`src/rtl/trace_capture_ctrl.sv`:
```
// Trace capture controller: round-robin capture of per-tile trace words into a
// circular buffer around a trigger, followed by oldest-first readout.
module trace_capture_ctrl #(
  parameter int Fpay     = 32,
  parameter int Tile_num = 4,
  parameter int TB_AW    = 9
) (
  input  logic                     clk,
  input  logic                     reset,
  input  logic                     arm,
  input  logic                     stop,
  input  logic                     trig_in,
  input  logic [TB_AW-1:0]         post_len,
  input  logic [Tile_num-1:0]      src_mask,
  input  logic [Tile_num-1:0]      src_req,
  input  logic [Tile_num*Fpay-1:0] src_data,
  output logic [Tile_num-1:0]      src_ack,
  output logic                     tb_wr_en,
  output logic [TB_AW-1:0]         tb_wr_addr,
  output logic [Fpay-1:0]          tb_din,
  output logic                     tb_rd_en,
  output logic [TB_AW-1:0]         tb_rd_addr,
  input  logic                     rd_next,
  input  logic                     rd_start,
  output logic                     rd_valid,
  output logic                     rd_last,
  output logic [2:0]               state,
  output logic                     wrapped
);

  localparam int PW = (Tile_num > 1) ? $clog2(Tile_num) : 1;

  // Handshake: a source holds src_req until src_ack is high in the same cycle;
  // that cycle is the transfer. Readout issues one word per rd_next and the
  // word is valid (rd_valid) exactly one cycle later.
  typedef enum logic [2:0] {
    S_IDLE  = 3'd0,
    S_ARMED = 3'd1,
    S_TRIG  = 3'd2,
    S_DONE  = 3'd3,
    S_READ  = 3'd4
  } state_t;

  state_t              state_q, state_d;
  logic [TB_AW-1:0]    wr_ptr, rd_ptr, post_cnt;
  logic [TB_AW:0]      rd_rem, rd_len;
  logic                wrapped_q;
  logic [PW-1:0]       prio_q, gnt_idx, cand, prio_next;
  logic                grant_en, found, arm_take, rd_take, rd_issue;
  logic [Tile_num-1:0] req_m;
  logic                rd_valid_q, rd_last_q;

  assign grant_en = !reset &&
                    ((state_q == S_ARMED) ||
                     ((state_q == S_TRIG) && (post_cnt != '0)));
  assign req_m    = src_req & src_mask;

  // Round-robin search starting at the current priority source.
  always_comb begin
    found   = 1'b0;
    gnt_idx = '0;
    cand    = '0;
    src_ack = '0;
    if (grant_en) begin
      for (int i = 0; i < Tile_num; i++) begin
        cand = PW'((int'(prio_q) + i) % Tile_num);
        if (!found && req_m[cand]) begin
          found   = 1'b1;
          gnt_idx = cand;
        end
      end
    end
    if (found) src_ack[gnt_idx] = 1'b1;
  end

  assign prio_next  = (gnt_idx == PW'(Tile_num - 1)) ? '0 : gnt_idx + 1'b1;
  assign tb_wr_en   = found;
  assign tb_wr_addr = wr_ptr;
  assign tb_din     = src_data[int'(gnt_idx)*Fpay +: Fpay];

  assign arm_take = arm && ((state_q == S_IDLE) || (state_q == S_DONE));
  assign rd_take  = rd_start && !arm && (state_q == S_DONE);
  assign rd_issue = rd_next && !reset && (state_q == S_READ);
  assign rd_len   = wrapped_q ? {1'b1, {TB_AW{1'b0}}} : {1'b0, wr_ptr};

  assign tb_rd_en   = rd_issue;
  assign tb_rd_addr = rd_ptr;
  assign rd_valid   = rd_valid_q;
  assign rd_last    = rd_last_q;
  assign state      = state_q;
  assign wrapped    = wrapped_q;

  always_comb begin
    state_d = state_q;
    case (state_q)
      S_IDLE:  if (arm) state_d = S_ARMED;
      S_ARMED: begin
        if (stop)         state_d = S_DONE;
        else if (trig_in) state_d = S_TRIG;
      end
      S_TRIG: begin
        if (stop || (post_cnt == '0))              state_d = S_DONE;
        else if (found && (post_cnt == TB_AW'(1))) state_d = S_DONE;
      end
      S_DONE: begin
        if (arm)          state_d = S_ARMED;
        else if (rd_start) state_d = (rd_len == '0) ? S_IDLE : S_READ;
      end
      S_READ:  if (rd_next && (rd_rem == (TB_AW+1)'(1))) state_d = S_IDLE;
      default: state_d = S_IDLE;
    endcase
  end

  always_ff @(posedge clk) begin
    if (reset) begin
      state_q    <= S_IDLE;
      wr_ptr     <= '0;
      rd_ptr     <= '0;
      rd_rem     <= '0;
      post_cnt   <= '0;
      wrapped_q  <= 1'b0;
      prio_q     <= '0;
      rd_valid_q <= 1'b0;
      rd_last_q  <= 1'b0;
    end else begin
      state_q <= state_d;
      if (arm_take) begin
        wr_ptr    <= '0;
        wrapped_q <= 1'b0;
        prio_q    <= '0;
      end else if (found) begin
        wr_ptr <= wr_ptr + 1'b1;
        prio_q <= prio_next;
        if (&wr_ptr) wrapped_q <= 1'b1;
      end
      // A write in the trigger cycle is pre-trigger, so the load wins.
      if ((state_q == S_ARMED) && trig_in && !stop) post_cnt <= post_len;
      else if ((state_q == S_TRIG) && found)        post_cnt <= post_cnt - 1'b1;
      if (rd_take) begin
        rd_ptr <= wrapped_q ? wr_ptr : '0;
        rd_rem <= rd_len;
      end else if (rd_issue) begin
        rd_ptr <= rd_ptr + 1'b1;
        rd_rem <= rd_rem - 1'b1;
      end
      rd_valid_q <= rd_issue;
      rd_last_q  <= rd_issue && (rd_rem == (TB_AW+1)'(1));
    end
  end

endmodule

```
`config.mk`:
```
export PLATFORM = sky130hd
export DESIGN_NAME = trace_capture_ctrl
export DESIGN_NICKNAME = d
export VERILOG_FILES = /design/src/rtl/trace_capture_ctrl.sv
export SDC_FILE = /design/constraint.sdc
export NUM_CORES = 1
export LEC_CHECK = 0
export ABC_AREA = 0
export BUFFER_PORTS_ARGS = -buffer_cell sky130_fd_sc_hd__buf_2
export CAP_MARGIN = 30
export CORE_UTILIZATION = 35
export CTS_BUF_LIST = sky130_fd_sc_hd__clkbuf_8 sky130_fd_sc_hd__clkbuf_16
export DETAILED_ROUTE_END_ITERATION = 16
export PLACE_DENSITY = 0.78
export SETUP_SLACK_MARGIN = 0.05
export SYNTH_ARGS = -nofsm -noshare
export SYNTH_HDL_FRONTEND = slang
export SYNTH_SLANG_ARGS = --single-unit
```
`constraint.sdc`:
```
create_clock -name clk -period 2.3 [get_ports clk]
set_input_delay 0.115 -clock clk [delete_from_list [all_inputs] [get_ports clk]]
set_output_delay 0.115 -clock clk [all_outputs]
set_load 0.1 [all_outputs]
```
==> metrics.cfg, run 1 <==
[floorplan]
floorplan.core_area_um2=10400
floorplan.die_area_um2=11200
ios=214
chipWidth_um=106
overall_die_height_um=106
floorplan.initialDensity_pct=36.4
core.rowCount=37

[sta]
worst-slew-pin-transition_ns=0.640
rsz0062_at_grt=yes
final.setup.worst_slack_ns=-0.334
setup_violations=36
final_count_of_hold_timing_violations=0
final_period_utilization_pct=115
finalClockSkew_ns=0.00805
clock.fmax_mhz=380
finalWorstPathRequiredPeriod_ns=2.63
slew_headroom_pct=57.0
drv_slew=0

[outcome]
status=finished, violations left
violations_in_the_final_reports=negative setup slack

[global_routing]
grt_pass1_wl_um=21300
grt_max_degree=20
grt_overflow=0
antenna_found_initial=2
track_usage_pct=24.1
first_global_vias=4348

[min_path]
worst_hold_start=post_len[1]
hold-path-cell-count=3
hold_path_class=in -> reg

[detailed_routing]
remaining_drc_errors=0
detailedRoute.firstPassIterationCount=4
route.final.wire_length_um=14900
drt-initial-drc-count=157
post_drt_wl_per_cell_um=18.3
drt-vias-per-instance=5.47
antenna_left=0
dr_total_vias=4439

[clock_network]
cts_tree=built
cts-buffers-inserted=5
clock_sink_count=45
clock_latency_ns=0.30
htree_levels=2
clk_transition_reported_paths_ns=0.08
ctsRootBufferMaster=clkbuf_8
cts-root-to-sink-buffers=2

[cells_and_area]
post-route-util_pct=68.7
final_layout_size_suffix_gt1_share_pct=56.8
net_count_reported_at_finish=836
areaGrowthSynthToFinish_pct=89.1

[setup_path]
crit_path_max_fanout=7
regToRegStartpoint=post_cnt[5]
timing_worst_setup_path_type=reg -> out
critPathLaunch=post_cnt[5]
critPathLaunchType=register
reg2reg_slack_ns=0.13
timing.critical_path.arrival_ns=2.52
setup.worst_path.end_class=output port
r2r_cells=10
cp.required_ns=2.18

[power]
power.static_leakage_nw=3.03
power.density_cell_area_nw_per_um2=607
finalPower_w=0.00433
max-vdd-ir-drop_uv=481

[logic_synthesis]
yosys_register_bits=45
proportion_of_synthesized_chip_area_in_sequential_cells_pct=23.9
mean_cell_area_of_the_mapped_netlist_um2=8.77
ys.flop_type=dfxtp_1
synthArstFlopShare_pct=0
number_of_cells_produced_by_synthesis=430
post_synth_instance_area_um2=3770
synth_nets=593
number_of_synthesized_flops_with_an_enable_pin=0
yosys.cell_types.count=56
ys_warn_count=0

[placed_design]
dp_hpwl_um=10500
gpl.final_weighted_congestion=0.885
numPortBuffers=213

[job]
max_cap_viol_count=0

## cells in the mapped netlist, types with 2 or more instances
| cell type | n | area share, % |
|---|---|---|
| ha_1 | 11 | 3.7 |
| nor2_1 | 35 | 3.5 |
| nand4b_1 | 3 | 0.70 |
| nor3_1 | 10 | 1.3 |
| o21a_1 | 2 | 0.40 |
| a2111oi_0 | 2 | 0.46 |
| xor2_1 | 11 | 2.6 |
| xnor2_1 | 13 | 3.0 |
| clkbuf_4 | 2 | 0.40 |
| nor4_1 | 5 | 0.83 |
| nand4_1 | 7 | 1.2 |
| nand2_1 | 29 | 2.9 |
| a41oi_1 | 2 | 0.46 |
| clkbuf_1 | 10 | 1.0 |
| o21ai_0 | 6 | 0.80 |
| mux2i_1 | 100 | 27 |
| buf_2 | 5 | 0.66 |
| buf_4 | 5 | 1.0 |
| a31oi_1 | 6 | 1.0 |
| nor2b_1 | 2 | 0.33 |
| inv_1 | 8 | 0.80 |
| nand3b_1 | 4 | 0.80 |
| a211oi_1 | 16 | 3.2 |
| and3_1 | 8 | 1.3 |
| nor3b_1 | 2 | 0.40 |
| buf_12 | 5 | 2.7 |
| nand3_1 | 18 | 2.4 |
| a21oi_1 | 28 | 3.7 |
| dfxtp_1 | 45 | 24 |
| o211ai_1 | 2 | 0.40 |
| inv_2 | 3 | 0.30 |
## power by group
| part | leakage, nW | switching (W) | internal (W) |
|---|---|---|---|
| registers | 0.367 | 0.0000462 | 0.000831 |
| logic | 2.61 | 0.00171 | 0.00128 |
| clock network | 0.0519 | 0.000265 | 0.000203 |
| total | 3.03 | 0.00202 | 0.00231 |
## cell type report
| type | count | area, um^2 |
|---|---|---|
| Tap cell | 136 | 170 |
| Multi-Input combinational cell | 346 | 3610 |
| Clock buffer | 5 | 68.8 |
| Fill cell | 754 | 3240 |
| Timing Repair Buffer | 264 | 2300 |
| Inverter | 11 | 46.3 |
| Sequential cell | 45 | 916 |
| Clock inverter | 3 | 11.3 |
| Antenna cell | 2 | 5.00 |
## through the flow
stage	instance area (um^2)	instances	setup TNS [ns]	hold WS (ns)	setup WS (ns)
6_report	7130	812	-9.51	0.0789	-0.334
3_5_place_dp	6190	788	-0.0286	0.408	-0.0202
5_1_grt	7130	812	-13.16	0.0843	-0.443
2_1_floorplan	4300	430	-18.34	0.265	-0.519
3_3_place_gp	6190	788	0	0.391	0.0465
4_1_cts	6640	803	-9.94	0.0741	-0.321
## registers in the layout (all words and copies together), names as in the netlist
name and cells:
post_cnt 9, prio_q 2, rd_last 1, rd_rem 10
rd_valid 1, state 3, tb_rd_addr 9, tb_wr_addr 9
wrapped 1
## kinds of logic (layout without fill, tap and decap cells)
| group | count (synthesis) | count (layout) | synth area share, % |
|---|---|---|---|
| simple gates | 138 | 138 | 19.9 |
| flops | 45 | 45 | 23.9 |
| buf+inv | 39 | 283 | 7.10 |
| fa+ha+maj | 11 | 11 | 3.65 |
| mux | 100 | 100 | 26.6 |
| compound gates | 73 | 73 | 13.3 |
| other cells | 0 | 2 | 0 |
| xor+xnor | 24 | 24 | 5.58 |
## layout by cell type (no fill, tap or decap), drive strengths merged, types with 3 or more instances in the layout
cell type,synthesis,routed
buf,16,260
mux2i,100,100
dfxtp,45,45
nor2,37,37
nand2,30,30
a21oi,28,28
nand3,18,18
a211oi,16,16
inv,11,14
xnor2,13,13
xor2,11,11
nor3,11,11
ha,11,11
clkbuf,12,9
nand4,8,8
and3,8,8
o21ai,7,7
a31oi,6,6
nor4,6,6
nand3b,4,4
nand4b,4,4
o211ai,3,3
## path summary, 6_finish.rpt
path | end
worst min-delay path | post_cnt[1]
worst min register to register | rd_rem[4]
worst max register to register | prio_q[1]
worst max-delay path | tb_din[27]
## layer usage
layer / track usage (%) / vias up / routed length, um
li1: - / 2080 / -
met1: 25.8 / 2124 / 5280
met2: 47.4 / 190 / 8310
met3: 3.09 / 45 / 654
met4: 8.73 / 0 / 653
met5: 0 / - / 0
## critical path, stage by stage, from the launching register on
cell and delay (ns):
dfxtp_2 0.35, nor4_4 0.38, nand4b_4 0.15, a22o_4 0.26, o211ai_4 0.11, buf_12 0.18, buf_16 0.15, mux2i_1 0.25
buf_4 0.16, mux2i_4 0.07, buf_12 0.17
## what timing repair did
action	CTS	global route
hold buffers	0	0
setup endpoints to repair	37	40
pin swaps	0	4
buffers inserted	4	2
gates cloned	5	5
resized for setup	43	59
(Power assumes the default switching activity.)
==> run 2: changes to the inputs <==
--- a/config.mk
+++ b/config.mk
@@ -14,2 +14,3 @@
 export PLACE_DENSITY = 0.78
+export RECOVER_POWER = 100
 export SETUP_SLACK_MARGIN = 0.05
--- a/constraint.sdc
+++ b/constraint.sdc
@@ -3,2 +3,2 @@
 set_output_delay 0.115 -clock clk [all_outputs]
-set_load 0.1 [all_outputs]
+set_load 0.01 [all_outputs]
==> metrics.cfg, run 2 (synthesized netlist as in run 1, its figures left out) <==
[sta]
rsz0062_at_grt=yes
final.setup.worst_slack_ns=-0.134
final_period_utilization_pct=106
drv_slew=0
clock.fmax_mhz=411
finalWorstPathRequiredPeriod_ns=2.43
worst-slew-pin-transition_ns=0.848
finalClockSkew_ns=0.0109
setup_violations=39
slew_headroom_pct=42.9
final_count_of_hold_timing_violations=0
fin_setup_tns_ns=-3.42

[global_routing]
first_global_vias=4232
global_route.usage.met2_pct=43.4
antenna_found_initial=2
grt_use_met1_pct=24.3
groute.layer.met3.usage_pct=4.95
track_usage_pct=22.6
grt_overflow=0
grt_max_degree=20
grt_pass1_wl_um=20300
grt.busiest_layer=met2

[power]
power.density_cell_area_nw_per_um2=519
finalPower_w=0.00277
power.static_leakage_nw=2.66
max-vdd-ir-drop_uv=284

[cells_and_area]
stdcell_count=798
final_layout_size_suffix_gt1_share_pct=40.3
area_of_the_multi_input_gates_um2=2640
post-route-util_pct=51.5
ff_latch_area_um2=906
top_register=rd_rem
net_count_reported_at_finish=824
areaGrowthSynthToFinish_pct=41.6
largest_register_ff_count=10
leading_cell_types_in_the_layout_fill_and_taps_excluded=buf_2, mux2i_1, dfxtp_1, nor2_1, nand2_1
mostFrequentLayoutCell=buf_2
antenna_cell_count=0
fillers=996

[floorplan]
chipWidth_um=106
floorplan.core_area_um2=10400
floorplan.die_area_um2=11200
core.rowCount=37
floorplan.initialDensity_pct=36.4
overall_die_height_um=106
ios=214

[clock_network]
postCtsHoldBufs=0
cts-buffers-inserted=5
cts-root-to-sink-buffers=2
clock_latency_ns=0.30
htree_levels=2
ctsRootBufferMaster=clkbuf_8
clk_transition_reported_paths_ns=0.08
cts_tree=built
clock_sink_count=45

[placed_design]
dp_hpwl_um=10400
gpl.final_weighted_congestion=0.939
dp_cells=776
numPortBuffers=213

[setup_path]
slowest_stage=nor4_4
crit_top_cell=mux2i_1
critPathLaunchType=register
timing.critical_path.arrival_ns=2.32
crit_chain=nor4_4 > nand4b_4 > a22o_4 > o211ai_4 > buf_6 > buf_8 > mux2i_1 > mux2i_1 > buf_2
cp.required_ns=2.18
timing_worst_setup_path_type=reg -> out
cp_slowest_stage_delay_ns=0.36
crit_path_max_fanout=7
setup.worst_path.end_class=output port

[detailed_routing]
route.final.wire_length_um=13000
drt-vias-per-instance=5.27
drt-initial-drc-count=183
dr_total_vias=4208
detailedRoute.firstPassIterationCount=7
antenna_left=0
remaining_drc_errors=0
post_drt_wl_per_cell_um=16.3

[min_path]
hold_path_class=in -> reg

[outcome]
violations_in_the_final_reports=negative setup slack
status=finished, violations left

[job]
max_cap_viol_count=0

==> run 2: changes by cell type in the layout (fill, tap and decap cells not counted), moves of 4 or more <==
cell	change
and3_1	+4
and3_4	-4
buf_12	-41
buf_16	-6
buf_2	+16
buf_4	-11
buf_6	+4
clkbuf_1	+23
ha_1	+5
ha_4	-4
mux2i_1	+70
mux2i_4	-69
==> run 2: stage by stage <==
stage	hold WS (ns)	area (um^2)	setup WS [ns]
5_1_grt	0.0982	5340	-0.253
4_1_cts	0.0851	5300	-0.132
2_1_floorplan	0.265	3770	0.106
6_report	0.0895	5340	-0.134
3_3_place_gp	0.411	5000	0.131
3_5_place_dp	0.417	5000	0.0449
==> run 2: final cells by class <==
| type | count | area share, % |
|---|---|---|
| well taps | 136 | 3.19 |
| clock buffers | 5 | 1.29 |
| clock inverters | 3 | 0.867 |
| repair buffers | 252 | 27.4 |
| inverters | 11 | 0.774 |
| multi-input cells | 346 | 49.5 |
| flip-flops and latches | 45 | 17.0 |
==> run 2: worst max-delay path, delay by kind of cell (launching register included) <==
family / cells / cell delay [ns]
mux: 2 / 0.33
flops: 1 / 0.35
compound gates: 2 / 0.38
buf+inv: 3 / 0.45
simple gates: 2 / 0.50
==> run 2: timing repair <==
action / CTS / global route
buffers inserted: 10 / 4
endpoints found under the setup margin: 36 / 36
resized for setup: 25 / 17
cloned: 1 / 1
pin swaps: 5 / 3
==> run 2: path summary, 6_finish.rpt <==
kind	from	to	slack, ns	cells after the start
max	post_cnt[3]	tb_din[29]	-0.13	9
min	post_len[5]	post_cnt[5]	0.09	3
max reg2reg	state[1]	tb_rd_addr[3]	-0.02	10
min reg2reg	rd_rem[4]	rd_rem[4]	0.52	2
==> run 2: metal layers <==
layer | up-vias | share of wire (%)
li1 | 2044 | -
met2 | 199 | 52
met1 | 1937 | 38
met4 | 4 | 2.2
met5 | - | 0.17
met3 | 24 | 7.3
==> run 2: report_power, final <==
part / internal, W / leakage (nW) / switching (W)
registers: 0.000827 / 0.366 / 0.0000540
clock network: 0.000325 / 0.0543 / 0.000285
logic: 0.000649 / 2.24 / 0.000630
